File: src/rtl/ft245_sync_tx.sv
`default_nettype none
// ============================================================================
// Module      : ft245_sync_tx
// Description : Transmit path of the FT245 synchronous-FIFO host interface.
//               Serializes one response packet (status, address, N data
//               words) MSB-first into bytes and writes them to the FTDI chip
//               using the txe_n / wr_n handshake. The shared FTDI data bus is
//               obtained from the RX/TX arbiter through bus_req / bus_grant.
// Revision    : 1.0 - initial release
// ============================================================================
module ft245_sync_tx #(
    parameter int   COUNT_WIDTH = 28,
    parameter logic SIWU_EN     = 1'b1
) (
    input  logic                   clk,
    input  logic                   rst,
    // packet header
    input  logic                   hdr_valid,
    output logic                   hdr_ready,
    input  logic [31:0]            status,
    input  logic [31:0]            address,
    input  logic [COUNT_WIDTH-1:0] data_count,
    // data words
    input  logic                   data_valid,
    output logic                   data_ready,
    input  logic [31:0]            data,
    // bus arbitration
    output logic                   bus_req,
    input  logic                   bus_grant,
    // FTDI side
    input  logic                   ftdi_txe_n,
    output logic                   ftdi_wr_n,
    output logic [7:0]             ftdi_data_out,
    output logic                   ftdi_data_oe,
    output logic                   ftdi_siwu_n,
    output logic                   busy
);

    localparam logic [COUNT_WIDTH-1:0] c_ONE = {{(COUNT_WIDTH-1){1'b0}}, 1'b1};

    typedef enum logic [1:0] {
        S_IDLE  = 2'd0,
        S_REQ   = 2'd1,
        S_SEND  = 2'd2,
        S_FLUSH = 2'd3
    } state_t;

    state_t                   r_state;
    state_t                   w_state_nxt;

    logic [31:0]              r_shift;       // current word, top byte is on the bus
    logic [31:0]              r_addr;        // address word waits here while status is sent
    logic [COUNT_WIDTH-1:0]   r_words_left;  // data words not yet loaded
    logic [1:0]               r_byte_idx;    // byte position inside the current word
    logic                     r_byte_valid;  // shift register holds an unsent byte
    logic                     r_hdr_phase;   // status word is the one being sent
    logic                     r_txe_n_q;     // registered FIFO-full flag

    logic                     w_send;
    logic                     w_consume;
    logic                     w_word_end;
    logic                     w_words_rem;
    logic                     w_load_data;
    logic                     w_last;

    // Byte handshake decode: wr_n comes only from registers plus the grant,
    // and a byte counts as written only when the FIFO also had room.
    always_comb begin
        w_send      = (r_state == S_SEND);
        ftdi_wr_n   = ~(w_send && r_byte_valid && bus_grant && !r_txe_n_q);
        w_consume   = !ftdi_wr_n && !ftdi_txe_n;
        w_word_end  = w_consume && (r_byte_idx == 2'd3);
        w_words_rem = (r_words_left != '0);
        // A data word is taken either at the end of a non-status word or,
        // after an underrun, the first cycle data_valid shows up again.
        w_load_data = w_send && data_valid && w_words_rem &&
                      ((w_word_end && !r_hdr_phase) || !r_byte_valid);
        w_last      = w_word_end && !r_hdr_phase && !w_words_rem;
    end

    // State register.
    always_ff @(posedge clk) begin
        if (rst) begin
            r_state <= S_IDLE;
        end else begin
            r_state <= w_state_nxt;
        end
    end

    // Next-state and control outputs.
    always_comb begin
        w_state_nxt  = r_state;
        hdr_ready    = 1'b0;
        bus_req      = 1'b0;
        ftdi_data_oe = 1'b0;
        ftdi_siwu_n  = 1'b1;
        busy         = 1'b1;
        data_ready   = 1'b0;
        case (r_state)
            S_IDLE: begin
                hdr_ready = 1'b1;
                busy      = 1'b0;
                if (hdr_valid) begin
                    w_state_nxt = S_REQ;
                end
            end
            S_REQ: begin
                bus_req = 1'b1;
                if (bus_grant) begin
                    w_state_nxt = S_SEND;
                end
            end
            S_SEND: begin
                bus_req      = 1'b1;
                ftdi_data_oe = bus_grant;
                data_ready   = w_load_data;
                if (w_last) begin
                    w_state_nxt = S_FLUSH;
                end
            end
            S_FLUSH: begin
                ftdi_siwu_n = ~SIWU_EN;
                w_state_nxt = S_IDLE;
            end
            default: begin
                w_state_nxt = S_IDLE;
            end
        endcase
    end

    assign ftdi_data_out = r_shift[31:24];

    // Datapath: header latch, byte shifting, word loading and underrun tracking.
    always_ff @(posedge clk) begin
        if (rst) begin
            r_shift      <= '0;
            r_addr       <= '0;
            r_words_left <= '0;
            r_byte_idx   <= '0;
            r_byte_valid <= 1'b0;
            r_hdr_phase  <= 1'b0;
            r_txe_n_q    <= 1'b1;
        end else begin
            r_txe_n_q <= ftdi_txe_n;
            case (r_state)
                S_IDLE: begin
                    if (hdr_valid) begin
                        r_shift      <= status;
                        r_addr       <= address;
                        // A zero count still carries one data word.
                        r_words_left <= (data_count == '0) ? c_ONE : data_count;
                        r_byte_idx   <= 2'd0;
                        r_byte_valid <= 1'b1;
                        r_hdr_phase  <= 1'b1;
                    end
                end
                S_SEND: begin
                    if (w_load_data) begin
                        r_shift      <= data;
                        r_words_left <= r_words_left - c_ONE;
                        r_byte_idx   <= 2'd0;
                        r_byte_valid <= 1'b1;
                    end else if (w_consume) begin
                        if (r_byte_idx != 2'd3) begin
                            r_shift    <= {r_shift[23:0], 8'h00};
                            r_byte_idx <= r_byte_idx + 2'd1;
                        end else begin
                            r_byte_idx <= 2'd0;
                            if (r_hdr_phase) begin
                                r_shift     <= r_addr;
                                r_hdr_phase <= 1'b0;
                            end else begin
                                // Either the packet is finished or the next
                                // data word is late; hold wr_n high until then.
                                r_byte_valid <= 1'b0;
                            end
                        end
                    end
                end
                S_FLUSH: begin
                    r_byte_valid <= 1'b0;
                end
                default: begin
                end
            endcase
        end
    end

endmodule
`default_nettype wire

File: config.mk
export PLATFORM = sky130hd
export DESIGN_NAME = ft245_sync_tx
export DESIGN_NICKNAME = d
export VERILOG_FILES = /design/src/rtl/ft245_sync_tx.sv
export SDC_FILE = /design/constraint.sdc
export NUM_CORES = 1
export LEC_CHECK = 0
export BUFFER_PORTS_ARGS = -buffer_cell sky130_fd_sc_hd__clkbuf_2
export CORE_ASPECT_RATIO = 1.75
export CORE_MARGIN = 5
export CORE_UTILIZATION = 40
export CTS_BUF_LIST = sky130_fd_sc_hd__clkbuf_4
export CTS_CLUSTER_DIAMETER = 30
export DETAILED_ROUTE_END_ITERATION = 10
export GPL_TIMING_DRIVEN = 0
export HOLD_SLACK_MARGIN = 0.08
export PLACE_DENSITY_LB_ADDON = 0.3
export SLEW_MARGIN = 10
export SYNTH_ARGS = -nofsm -noshare
export SYNTH_HDL_FRONTEND = slang
export SYNTH_SLANG_ARGS = --single-unit
File: constraint.sdc
create_clock -name clk -period 2.6 [get_ports clk]
set_input_delay 0.13 -clock clk [delete_from_list [all_inputs] [get_ports clk]]
set_output_delay 0.13 -clock clk [all_outputs]
set_load 0.01 [all_outputs]
-- Word-level counts from Yosys, hierarchy flattened
Index checks and enable logic that the tools add are counted.
- memory bits (writable): 0
- register bits: 99
- logic and storage cells: 91
- input bits: 130
- ROM bits: 0
- output and inout bits: 15
- bits in latches: 0
- memories: 0
- bitwise gates (word level): 1
- reduce and logical (&&, ||, !) cells: 29
- muxes and demuxes: 35
- $lt $le $gt $ge: 0
- $add $sub $neg: 2
- equal/unequal tests: 16
- multiply operators: 0
- shift-type cells: 0
- divide/modulo/power cells: 0
- operator list (operator ; number):
    $mux W32 ; 5
    $mux W28 ; 3
    $pmux W32 S2 ; 1
    $pmux W28 S2 ; 1
    $logic_not A28 Y1 ; 1
    $reduce_bool A28 Y1 ; 1
    $sub A28 B1 Y28 const B ; 1
    $mux W1 ; 14
    $mux W2 ; 7
    $logic_and A1 B1 Y1 ; 10
    $ne A2 B2 Y1 const B ; 5
    $reduce_and A5 Y1 ; 2
    $reduce_and A3 Y1 ; 3
    $pmux W2 S4 ; 1
    $eq A2 B2 Y1 const B ; 3
    $ne A2 B1 Y1 const B ; 3
    $logic_not A1 Y1 ; 5
    $ne A4 B2 Y1 const B ; 1
    $pmux W2 S2 ; 1
    $reduce_and A4 Y1 ; 1
    $ne A3 B1 Y1 const B ; 1
    $ne A3 B2 Y1 const B ; 1
    $ne A3 B3 Y1 const B ; 1
    $pmux W1 S3 ; 1
    other kinds (10) ; 10

-- Longest topological paths before layout
Gate-level depths: netlist of the first run.
- word-level depth: 11
- depth in mapped cells: 11
- depth with buffers taken out: 8

-- Least setup slack after synthesis of the first run
No wires, ideal clock.
- kind: reg-to-reg
- start: reg r_state[0]
- end: reg r_shift[1]
- data required time: 2.530 ns
- path slack: 0.227 ns
- setup time: 0.070 ns
- arrival: 2.302 ns
- cell stages (with the launch flop): 12
- path buffers: 3
- clock period less this slack: 2.373 ns
- cells stage by stage: dfxtp_1 inv_1 ha_1 clkbuf_1 nand4b_1 or2_2 o21ai_0 o21a_1 buf_2 buf_2 o211ai_1 a21oi_1
- cells in the longest elaborated chain, start to end: 11
- elaborated cells between the ends (all ways): 19
- those cells by class: 4 x eq/ne; 2 x mux; 13 x reduce/logical
- ends and longest elaborated chain (element ; line ; RTL):
    start: declaration ; 48 ; state_t r_state;
    start signal: assignment ; 86 ; r_state <= w_state_nxt;
    $eq A2 B2 Y1 ; 69, 145 ;
    $logic_and A1 B1 Y1 (3 in series) ; 70 ; ftdi_wr_n = ~(w_send && r_byte_valid && bus_grant && !r_txe_n_q);
    $logic_and A1 B1 Y1 ; 71 ; w_consume = !ftdi_wr_n && !ftdi_txe_n;
    $logic_and A1 B1 Y1 ; 72 ; w_word_end = w_consume && (r_byte_idx == 2'd3);
    $logic_and A1 B1 Y1 ; 77 ; ((w_word_end && !r_hdr_phase) || !r_byte_valid);
    $logic_or A1 B1 Y1 ; 77 ;
    $logic_and A1 B1 Y1 ; 76 ; w_load_data = w_send && data_valid && w_words_rem &&
    $ne A4 B2 Y1 (no source line) (tied with other cells) ; n/a ;
    $reduce_and A4 Y1 (no source line) or $pmux W32 S2 (tied branches) ; n/a ;
    end signal: assignment ; 148 ; r_shift <= status;
    end signal: assignment ; 159 ; r_shift <= data;
    end signal: assignment ; 165 ; r_shift <= {r_shift[23:0], 8'h00};
    end: declaration ; 51 ; logic [31:0] r_shift;
Parallel ways exist; a longest one is shown, timed or not.
A chain may end at the register's enable or synchronous reset.

-- Worst setup path in the final report of the first run
- start: reg r_words_left[12]
- end: out data_ready
- cells in the longest elaborated chain, start to end: 4
- ends and longest elaborated chain (element ; line ; RTL):
    start: declaration ; 53 ; logic [COUNT_WIDTH-1:0] r_words_left;
    start signal: assignment ; 151 ; r_words_left <= (data_count == '0) ? c_ONE : data_count;
    start signal: assignment ; 160 ; r_words_left <= r_words_left - c_ONE;
    $reduce_bool A28 Y1 ; 73 ; w_words_rem = (r_words_left != '0);
    $logic_and A1 B1 Y1 (2 in series) ; 76 ;
    $mux W1 ; 99 ; case (r_state)
    end: declaration ; 25 ; output logic data_ready,
Every way passes these cells.

==> flow_metrics.py, run 1 <==
metrics = {
    "status": {
        "status": "finished clean",
    },
    "timing": {
        "setup_tns_ps": 0,
        "hold_viol_final": 0,
        "fmax_mhz": 396,
        "min_period_ps": 2520,
        "max_slew_margin_pct": 43.0,
        "whs_ps": 72.5,
        "worstMarginPinSlew_ps": 854,
        "finClkSkew_ps": 19.9,
        "fin_ws_ps": 76.6,
        "fin_crit_sh_pct": 97.1,
        "setup_viol": 0,
        "final_max_slew_viol_count": 0,
    },
    "worst_setup_path": {
        "cp_num_buf_inv": 2,
        "critPathKind": "reg -> out",
        "slowest_delay_ps": 480,
        "crit_slowest_cell": "or4_4",
        "r2r-start": "r_words_left[12]",
        "worstPathCellList": "or3_4 -> or4_4 -> o31ai_4 -> buf_6 -> nor2_4 -> clkbuf_2",
        "crit_required_ps": 2470,
        "arrival_ps": 2390,
        "crit_path_start_kind": "flop",
        "cpLargestDelayFamily": "simple AND/OR/NAND/NOR gates",
        "path_max_fanout": 6,
        "r2r_setup_slack_ps": 80,
        "cp-startpoint": "r_words_left[12]",
        "end_kind": "output pin",
    },
    "clock_network": {
        "clock_latency_ps": 500,
        "cts_tree": "done",
        "cts_root_buf": "clkbuf_4",
        "cts_buffers": 9,
        "cts_sinks": 99,
        "clockBufferDepth": 2,
        "h-tree-depth": 3,
        "clkTransAtPathRegs_ps": 180,
    },
    "route": {
        "drcViolationCount": 0,
        "wl_per_cell_um": 20.1,
        "dr.pass1.iters": 5,
        "wl_mm": 23.7,
        "drt_iter0_drc": 397,
        "ant_nets": 0,
        "vias_per_cell": 5.82,
        "num_vias": 6864,
    },
    "yosys": {
        "synth-edff-count": 0,
        "async_flop_share_pct": 0,
        "ys_types": 62,
        "synthesis.area_sq_um": 5670,
        "synth_top_area_share_pct": 35.0,
        "synth_flop_cell": "dfxtp_1",
        "seq_area_frac_synth_pct": 35.0,
        "syn_avg_cell_area_sq_um": 7.92,
        "syn_nets": 854,
        "ys_warn_count": 0,
        "netlist_instances": 716,
        "yosysTopAreaCell": "dfxtp_1",
        "synthTopCellsByArea": "dfxtp_1 (35%), nand2_1 (8.9%), a21oi_1 (6.7%), a311oi_2 (6.4%), mux2i_1 (5.1%)",
        "ys_ff_latch": 99,
    },
    "floorplanning": {
        "die_w_um": 100,
        "core_sq_um": 13900,
        "die-area_sq_um": 16700,
        "num_io_pins": 145,
        "fp.dieH_um": 167,
        "fp-row-count": 57,
        "start_util_pct": 40.8,
    },
    "cells_and_area": {
        "mostFrequentLayoutCells": "clkbuf_2 (149), nand2_1 (135), dlygate4sd3_1 (112), dfxtp_1 (98), a21oi_1 (74)",
        "finalInstanceArea_sq_um": 8140,
        "syn_to_final_growth_pct": 43.6,
        "mostFrequentLayoutCell": "clkbuf_2",
        "drive_gt1_share_pct": 25.8,
        "fin_nets": 1134,
    },
    "global_route": {
        "grt_max_degree": 19,
        "grt_pass1_vias": 6921,
        "antenna_found_initial": 1,
        "track_usage_pct": 27.6,
        "grt.overflow.total": 0,
        "grt_pass1_wl_mm": 36.2,
    },
    "pwr": {
        "power_density_nw_per_um2": 1020,
        "p_leak_nw": 3.24,
        "ir_drop_uv": 586,
    },
    "place": {
        "dpl.hpwl_mm": 16.6,
        "place_congestion": 0.949,
        "numPortBuffers": 143,
        "dpl_worst_slack_ps": -468,
        "placed_cell_area_sq_um": 6610,
    },
    "worst_hold_path": {
        "worstHoldPathType": "in -> reg",
        "min_from": "data[13]",
    },
    "flow_run": {
        "maxCapViolCount": 0,
    },
}
[cells by family (layout without fill, tap and decap cells)]
kind of cell / after synthesis / after routing / synth area share (%)
other: 0 / 2 / 0
buffers and inverters: 80 / 365 / 6.36
AO/OA/AOI/OAI: 205 / 205 / 27.3
multiplexers: 30 / 30 / 5.32
AND/OR/NAND/NOR: 294 / 294 / 24.3
adder cells (fa/ha/maj): 8 / 8 / 1.77
flip-flops: 99 / 99 / 35.0
[repair_timing]
item,in CTS,in global routing
pin swaps,2,7
hold endpoints to repair,88,0
hold buffers,112,0
resized for setup,23,28
buffers inserted,8,9
endpoints found under the setup margin,66,60
[worst min-delay path: cells and delay by family]
family | cells | cell delay, ps
AO/OA/AOI/OAI | 2 | 320
buffers and inverters | 1 | 80
[sequential cells by signal (all words and copies together) (netlist names)]
name / count
r_byte_idx: 2
r_byte_valid: 1
r_addr: 32
r_txe_n_q: 1
r_hdr_phase: 1
r_state: 2
r_words_left: 28
r_shift: 32
[Yosys cell counts, types with 4 or more instances]
cell,n
buf_2,9
nand3_1,11
inv_1,16
nand2b_1,11
buf_4,11
nor4_1,14
nand2_1,135
o21ai_0,20
mux2i_1,29
nor2_1,61
and3_1,6
nand4_1,5
o32ai_1,11
a311oi_2,24
a21oi_1,76
nor2b_1,6
o211ai_1,33
a221o_1,8
clkbuf_1,40
nand4b_1,4
a31oi_1,5
dfxtp_1,99
ha_1,8
nor3_1,17
[metrics by stage]
step / cells / utilization [%] / total power [W]
2_1_floorplan: 716 / - / 0.00537
3_3_place_gp: 1036 / 47.5 / 0.00665
3_5_place_dp: 1036 / 47.5 / 0.00671
4_1_cts: 1170 / 57.5 / 0.00791
5_1_grt: 1179 / 58.5 / 0.00877
6_report: 1180 / 58.5 / 0.00827
[metal layers]
layer,global-route usage [%],wire length (um),share of wire [%]
met4,20.7,1750,7.4
met3,3.46,1480,6.2
met5,0,0,0
met1,29.4,8490,36
met2,48.4,12000,51
[where the power goes]
group | leakage, nW | switching, W | internal [W] | total (W)
combinational | 2.36 | 0.00308 | 0.00196 | 0.00504
sequential | 0.815 | 0.000418 | 0.00200 | 0.00242
clock | 0.0688 | 0.000603 | 0.000212 | 0.000815
[final timing paths]
check | end | cells past startpoint
setup reg to reg | r_shift[25] | 8
hold / removal | r_shift[13] | 3
hold reg to reg | r_shift[2] | 2
setup / recovery | data_ready | 6
[area by class of cell]
cell class | instances | area (sq um)
clock inverter | 7 | 58.8
buffer | 60 | 320
inverter | 17 | 63.8
timing repair buffer | 272 | 1980
tap | 177 | 221
sequential | 99 | 1980
fill | 1257 | 5770
antenna | 2 | 5.00
multi-input combinational | 537 | 3440
clock buffer | 9 | 67.6
(Power assumes the default switching activity.)
==> inputs of run 2 (changes only) <==
PLACE_DENSITY_LB_ADDON = 0.12   (was 0.3)
==> run 2 against run 1 <==
  * Register-to-register slack barely moved
  * Via count fell by 2.4%
  * Global-route usage rose by 0.85 points
  * Critical path type is now reg -> reg
  * Critical endpoint is now r_shift[25]
==> flow_metrics.py, run 2 (synthesis gave the netlist of run 1 again) <==
metrics = {
    "timing": {
        "final_max_slew_viol_count": 0,
        "rsz0062_at_grt": "true",
        "fin_crit_sh_pct": 97.5,
        "finClkSkew_ps": 19.8,
        "setup_viol": 0,
        "hold_viol_final": 0,
        "fmax_mhz": 394,
        "worstMarginPinSlew_ps": 836,
        "setup_tns_ps": 0,
        "max_slew_margin_pct": 44.3,
        "min_period_ps": 2540,
    },
    "cells_and_area": {
        "seqCellArea_sq_um": 1980,
        "mostFrequentLayoutCell": "clkbuf_2",
        "syn_to_final_growth_pct": 42.2,
        "multi_input_area_sq_um": 3480,
        "reg_top3": "r_addr: 32 flops, r_shift: 32 flops, r_words_left: 28 flops",
        "drive_gt1_share_pct": 25.5,
        "fillCellCount": 1263,
        "fin_nets": 1120,
        "mostFrequentLayoutCells": "clkbuf_2 (148), nand2_1 (135), dlygate4sd3_1 (101), dfxtp_1 (99), a21oi_1 (75)",
    },
    "worst_setup_path": {
        "worstPathCellList": "or3_4 -> or4_4 -> o31ai_4 -> buf_4 -> buf_2 -> o211ai_1 -> a311oi_2",
        "slowest_delay_ps": 500,
        "path_depth": 7,
        "crit_required_ps": 3000,
        "path_max_fanout": 10,
        "r2r_setup_slack_ps": 60,
        "critPathKind": "reg -> reg",
        "r2r-end": "r_shift[25]",
        "cpLargestDelayFamily": "simple AND/OR/NAND/NOR gates",
        "crit_slowest_cell": "or4_4",
        "crit_path_start_kind": "flop",
        "reg2regPathDepth": 7,
        "r2r-start": "r_words_left[12]",
        "end_kind": "flop",
        "arrival_ps": 2940,
        "cp_num_buf_inv": 2,
    },
    "route": {
        "drcViolationCount": 0,
        "ant_nets": 0,
        "vias_per_cell": 5.76,
        "drt_iter0_drc": 378,
        "dr.pass1.iters": 5,
        "num_vias": 6700,
        "wl_per_cell_um": 21.0,
        "wl_mm": 24.4,
    },
    "place": {
        "dpl.hpwl_mm": 17.8,
        "numPortBuffers": 143,
        "place_congestion": 0.930,
    },
    "global_route": {
        "grt_pass1_vias": 7094,
        "grt.overflow.total": 0,
        "grt_pass1_wl_mm": 36.8,
        "antenna_found_initial": 1,
        "grt_max_degree": 18,
        "track_usage_pct": 28.4,
    },
    "clock_network": {
        "cts_root_buf": "clkbuf_4",
        "cts_tree": "done",
        "cts_buffers": 9,
        "h-tree-depth": 3,
        "clock_latency_ps": 480,
        "clockBufferDepth": 2,
        "cts_sinks": 99,
        "clkTransAtPathRegs_ps": 170,
    },
    "floorplanning": {
        "num_io_pins": 145,
        "fp.dieH_um": 167,
        "start_util_pct": 40.8,
        "die_w_um": 100,
        "die-area_sq_um": 16700,
        "fp-row-count": 57,
        "core_sq_um": 13900,
    },
    "pwr": {
        "p_total_w": 0.00844,
        "power_density_nw_per_um2": 1050,
        "p_leak_nw": 3.19,
        "ir_drop_uv": 593,
    },
    "worst_hold_path": {
        "min_from": "data[23]",
        "hold_path_depth": 3,
        "worstHoldPathType": "in -> reg",
        "min_to": "r_shift[23]",
    },
    "flow_run": {
        "maxCapViolCount": 0,
    },
    "status": {
        "status": "finished clean",
    },
}
-- run 2: changes by cell type in the layout (fill, tap and decap cells not counted), moves of 2 or more --
cell,previous run,this run
clkinv_4,2,0
o21ai_2,2,0
buf_2,1,4
bufinv_16,0,2
dlygate4sd3_1,112,101
buf_6,4,1
o21ai_4,2,4
-- run 2: worst min-delay path, delay by kind of cell --
| family | cells | cell delay, ps |
|---|---|---|
| compound gates | 2 | 320 |
| buf+inv | 1 | 90 |
-- run 2: repair_timing --
action	4_1_cts	5_1_grt
buffers inserted	10	4
hold endpoints to repair	88	0
gates resized for setup	28	21
pin swaps	2	1
hold buffers	101	0
endpoints found under the setup margin	66	53
-- run 2: area by class of cell --
cell class / instances / share of cell area (%)
Antenna cell: 1 / 0.0310
Buffer: 60 / 3.91
Sequential cell: 99 / 24.6
Clock inverter: 6 / 1.20
Multi-Input combinational cell: 537 / 43.2
Tap cell: 177 / 2.75
Inverter: 17 / 0.792
Clock buffer: 9 / 0.838
Timing Repair Buffer: 258 / 22.7
-- run 2: worst max path at each step --
| stage | endpoint | slack (ps) | start |
|---|---|---|---|
| after floorplan | r_shift[1] | 230 | r_state[0] |
| after global placement | r_shift[3] | -560 | r_state[0] |
| after detailed placement | r_shift[3] | -630 | r_state[0] |
| after CTS | r_words_left[1] | -20 | r_state[0] |
| after global routing | r_words_left[3] | -8 | r_words_left[0] |
| final | r_shift[25] | 60 | r_words_left[12] |
-- run 2: report_power, final --
| part | total (W) | internal (W) | switching, W |
|---|---|---|---|
| Combinational | 0.00505 | 0.00187 | 0.00318 |
| Sequential | 0.00240 | 0.00200 | 0.000400 |
| Clock | 0.000991 | 0.000399 | 0.000592 |
-- run 2: through the flow --
stage	setup WS (ps)	utilization, %	hold WS (ps)	cells	cell area [sq um]
after global placement	-560	47.5	356	1036	6610
final	63.8	58.0	99.8	1164	8060
after floorplan	227	-	237	716	5670
after detailed placement	-634	47.5	360	1036	6610
after global routing	-8.06	58.0	82.1	1164	8060
after CTS	-18.9	57.2	80.4	1160	7960
-- run 2: per-layer routing --
metal / GRT usage [%] / vias up / wire [um]
met5: 0 / - / 0
met4: 17.9 / 0 / 1440
met3: 3.33 / 90 / 1350
met2: 54.5 / 322 / 13200
met1: 27.8 / 3147 / 8440
li1: - / 3141 / -
==> inputs of run 3 (changes only) <==
CORE_UTILIZATION = 55   (was 40)
==> run 3 against run 2 <==
  * Global-route usage increased by 11 points
  * Critical endpoint is now data_ready
  * Non-clock buffer count decreased by 4
  * Worst hold slack worse by 18 ps
==> flow_metrics.py, run 3 (synthesis gave the netlist of run 1 again) <==
metrics = {
    "worst_hold_path": {
        "min_to": "r_words_left[8]",
        "hold_path_depth": 5,
        "min_from": "data_count[8]",
        "worstHoldPathType": "in -> reg",
    },
    "global_route": {
        "grt_max_degree": 19,
        "antenna_found_initial": 2,
        "grt.overflow.total": 0,
        "track_usage_pct": 39.0,
        "grt_pass1_vias": 7208,
        "grt_pass1_wl_mm": 37.1,
    },
    "clock_network": {
        "clock_latency_ps": 490,
        "cts_root_buf": "clkbuf_4",
        "clkTransAtPathRegs_ps": 160,
        "cts_tree": "done",
        "cts_buffers": 9,
        "cts_sinks": 99,
        "clockBufferDepth": 2,
        "h-tree-depth": 3,
    },
    "timing": {
        "fmax_mhz": 386,
        "worstMarginPinSlew_ps": 825,
        "setup_viol": 0,
        "min_period_ps": 2590,
        "max_slew_margin_pct": 45.0,
        "final_max_slew_viol_count": 0,
        "hold_viol_final": 0,
        "fin_crit_sh_pct": 99.7,
        "setup_tns_ps": 0,
        "finClkSkew_ps": 12.1,
        "rsz0062_at_grt": "true",
    },
    "worst_setup_path": {
        "r2r-start": "r_byte_idx[0]",
        "critPathKind": "reg -> out",
        "r2r-end": "r_byte_idx[1]",
        "crit_required_ps": 2470,
        "end_kind": "output pin",
        "path_max_fanout": 10,
        "crit_path_start_kind": "flop",
        "reg2regPathDepth": 10,
        "cp-startpoint": "r_byte_idx[0]",
        "r2r_setup_slack_ps": 80,
        "arrival_ps": 2460,
    },
    "floorplanning": {
        "start_util_pct": 55.7,
        "die-area_sq_um": 12500,
        "die_w_um": 86.7,
        "num_io_pins": 145,
        "fp-row-count": 49,
        "core_sq_um": 10200,
        "fp.dieH_um": 144,
    },
    "route": {
        "wl_mm": 25.0,
        "wl_per_cell_um": 22.5,
        "dr.pass1.iters": 5,
        "vias_per_cell": 6.42,
        "drt_iter0_drc": 644,
        "drcViolationCount": 0,
        "ant_nets": 0,
        "num_vias": 7142,
    },
    "cells_and_area": {
        "mostFrequentLayoutCell": "clkbuf_2",
        "stdcell_count": 1112,
        "reg_top3": "r_addr: 32 flops, r_shift: 32 flops, r_words_left: 28 flops",
        "mostFrequentLayoutCells": "clkbuf_2 (149), nand2_1 (135), dlygate4sd3_1 (100), dfxtp_1 (97), a21oi_1 (73)",
        "drive_gt1_share_pct": 25.8,
        "fin_nets": 1116,
        "syn_to_final_growth_pct": 40.8,
    },
    "pwr": {
        "pwr-share-seq_pct": 28.9,
        "p_leak_nw": 3.17,
        "pwr-share-comb_pct": 61.2,
        "power.internal_w": 0.00414,
        "clkPwrFrac_pct": 9.9,
        "ir_drop_uv": 919,
        "p_sw_share_pct": 51.0,
        "power_density_nw_per_um2": 1060,
        "p_switching_w": 0.00430,
    },
    "place": {
        "place_congestion": 1.00,
        "dp_cells": 986,
        "numPortBuffers": 143,
        "dpl.hpwl_mm": 16.9,
    },
    "status": {
        "status": "finished clean",
    },
    "flow_run": {
        "maxCapViolCount": 0,
    },
}
==> run 3: cell types whose count changed in the layout (fill, tap and decap cells not counted), sizes merged <==
cell and delta:
buf -4, bufinv -2, clkbuf +1, clkinv +3, diode +1, dlygate4sd3 -1
==> run 3: worst max path at each step <==
stage / slack, ps / end
6_report: 8 / data_ready
5_1_grt: -60 / data_ready
4_1_cts: 10 / r_shift[2]
3_5_place_dp: -570 / r_shift[7]
3_3_place_gp: -540 / r_shift[2]
2_1_floorplan: 230 / r_shift[1]
==> run 3: power by group through the flow <==
stage / Clock [W] / Sequential (W) / Combinational (W)
4_1_cts: 0.000811 / 0.00239 / 0.00480
2_1_floorplan: 0 / 0.00229 / 0.00308
3_3_place_gp: 0 / 0.00238 / 0.00427
5_1_grt: 0.000878 / 0.00248 / 0.00550
6_report: 0.000834 / 0.00244 / 0.00517
3_5_place_dp: 0 / 0.00241 / 0.00436
==> run 3: repair_timing <==
item	in CTS	in global routing
setup endpoints to repair	66	55
gates cloned	0	0
hold buffers	98	2
pin swaps	3	3
hold endpoints to repair	86	2
resized for setup	29	26
setup buffers	8	3
==> run 3: cell type report <==
cell class	count	area, sq um
multi-input combinational	537	3500
fill	725	2190
sequential	99	1980
timing repair buffer	254	1820
buffer	60	315
tap	127	159
clock buffer	9	67.6
inverter	17	63.8
clock inverter	7	60.1
antenna	2	5.00
==> run 3: metrics by stage <==
stage / hold slack (ps) / power [W] / util, % / cell area (sq um) / worst slack, ps
floorplan: 237 / 0.00537 / - / 5670 / 227
global placement: 353 / 0.00665 / 64.3 / 6540 / -542
detailed placement: 360 / 0.00677 / 64.3 / 6540 / -566
CTS: 80.2 / 0.00800 / 77.1 / 7840 / 10.0
global route: 88.5 / 0.00885 / 78.4 / 7980 / -56.4
finish: 81.7 / 0.00845 / 78.4 / 7980 / 8.39
==> run 3: routing by layer <==
layer	part of all wire [%]	global-route usage, %	up-vias
li1	-	-	3135
met1	32	38.5	3298
met2	50	70.2	523
met3	7.9	6.33	186
met4	9.6	31.6	0
met5	0	0	-
==> run 3: worst max-delay path, cell delays in order (launching register included) <==
cell and delay, ps:
dfxtp_1 400, ha_1 160, clkbuf_4 230, nor2b_4 260, a41o_2 310, o31ai_4 100, nor2_1 300, clkbuf_2 210
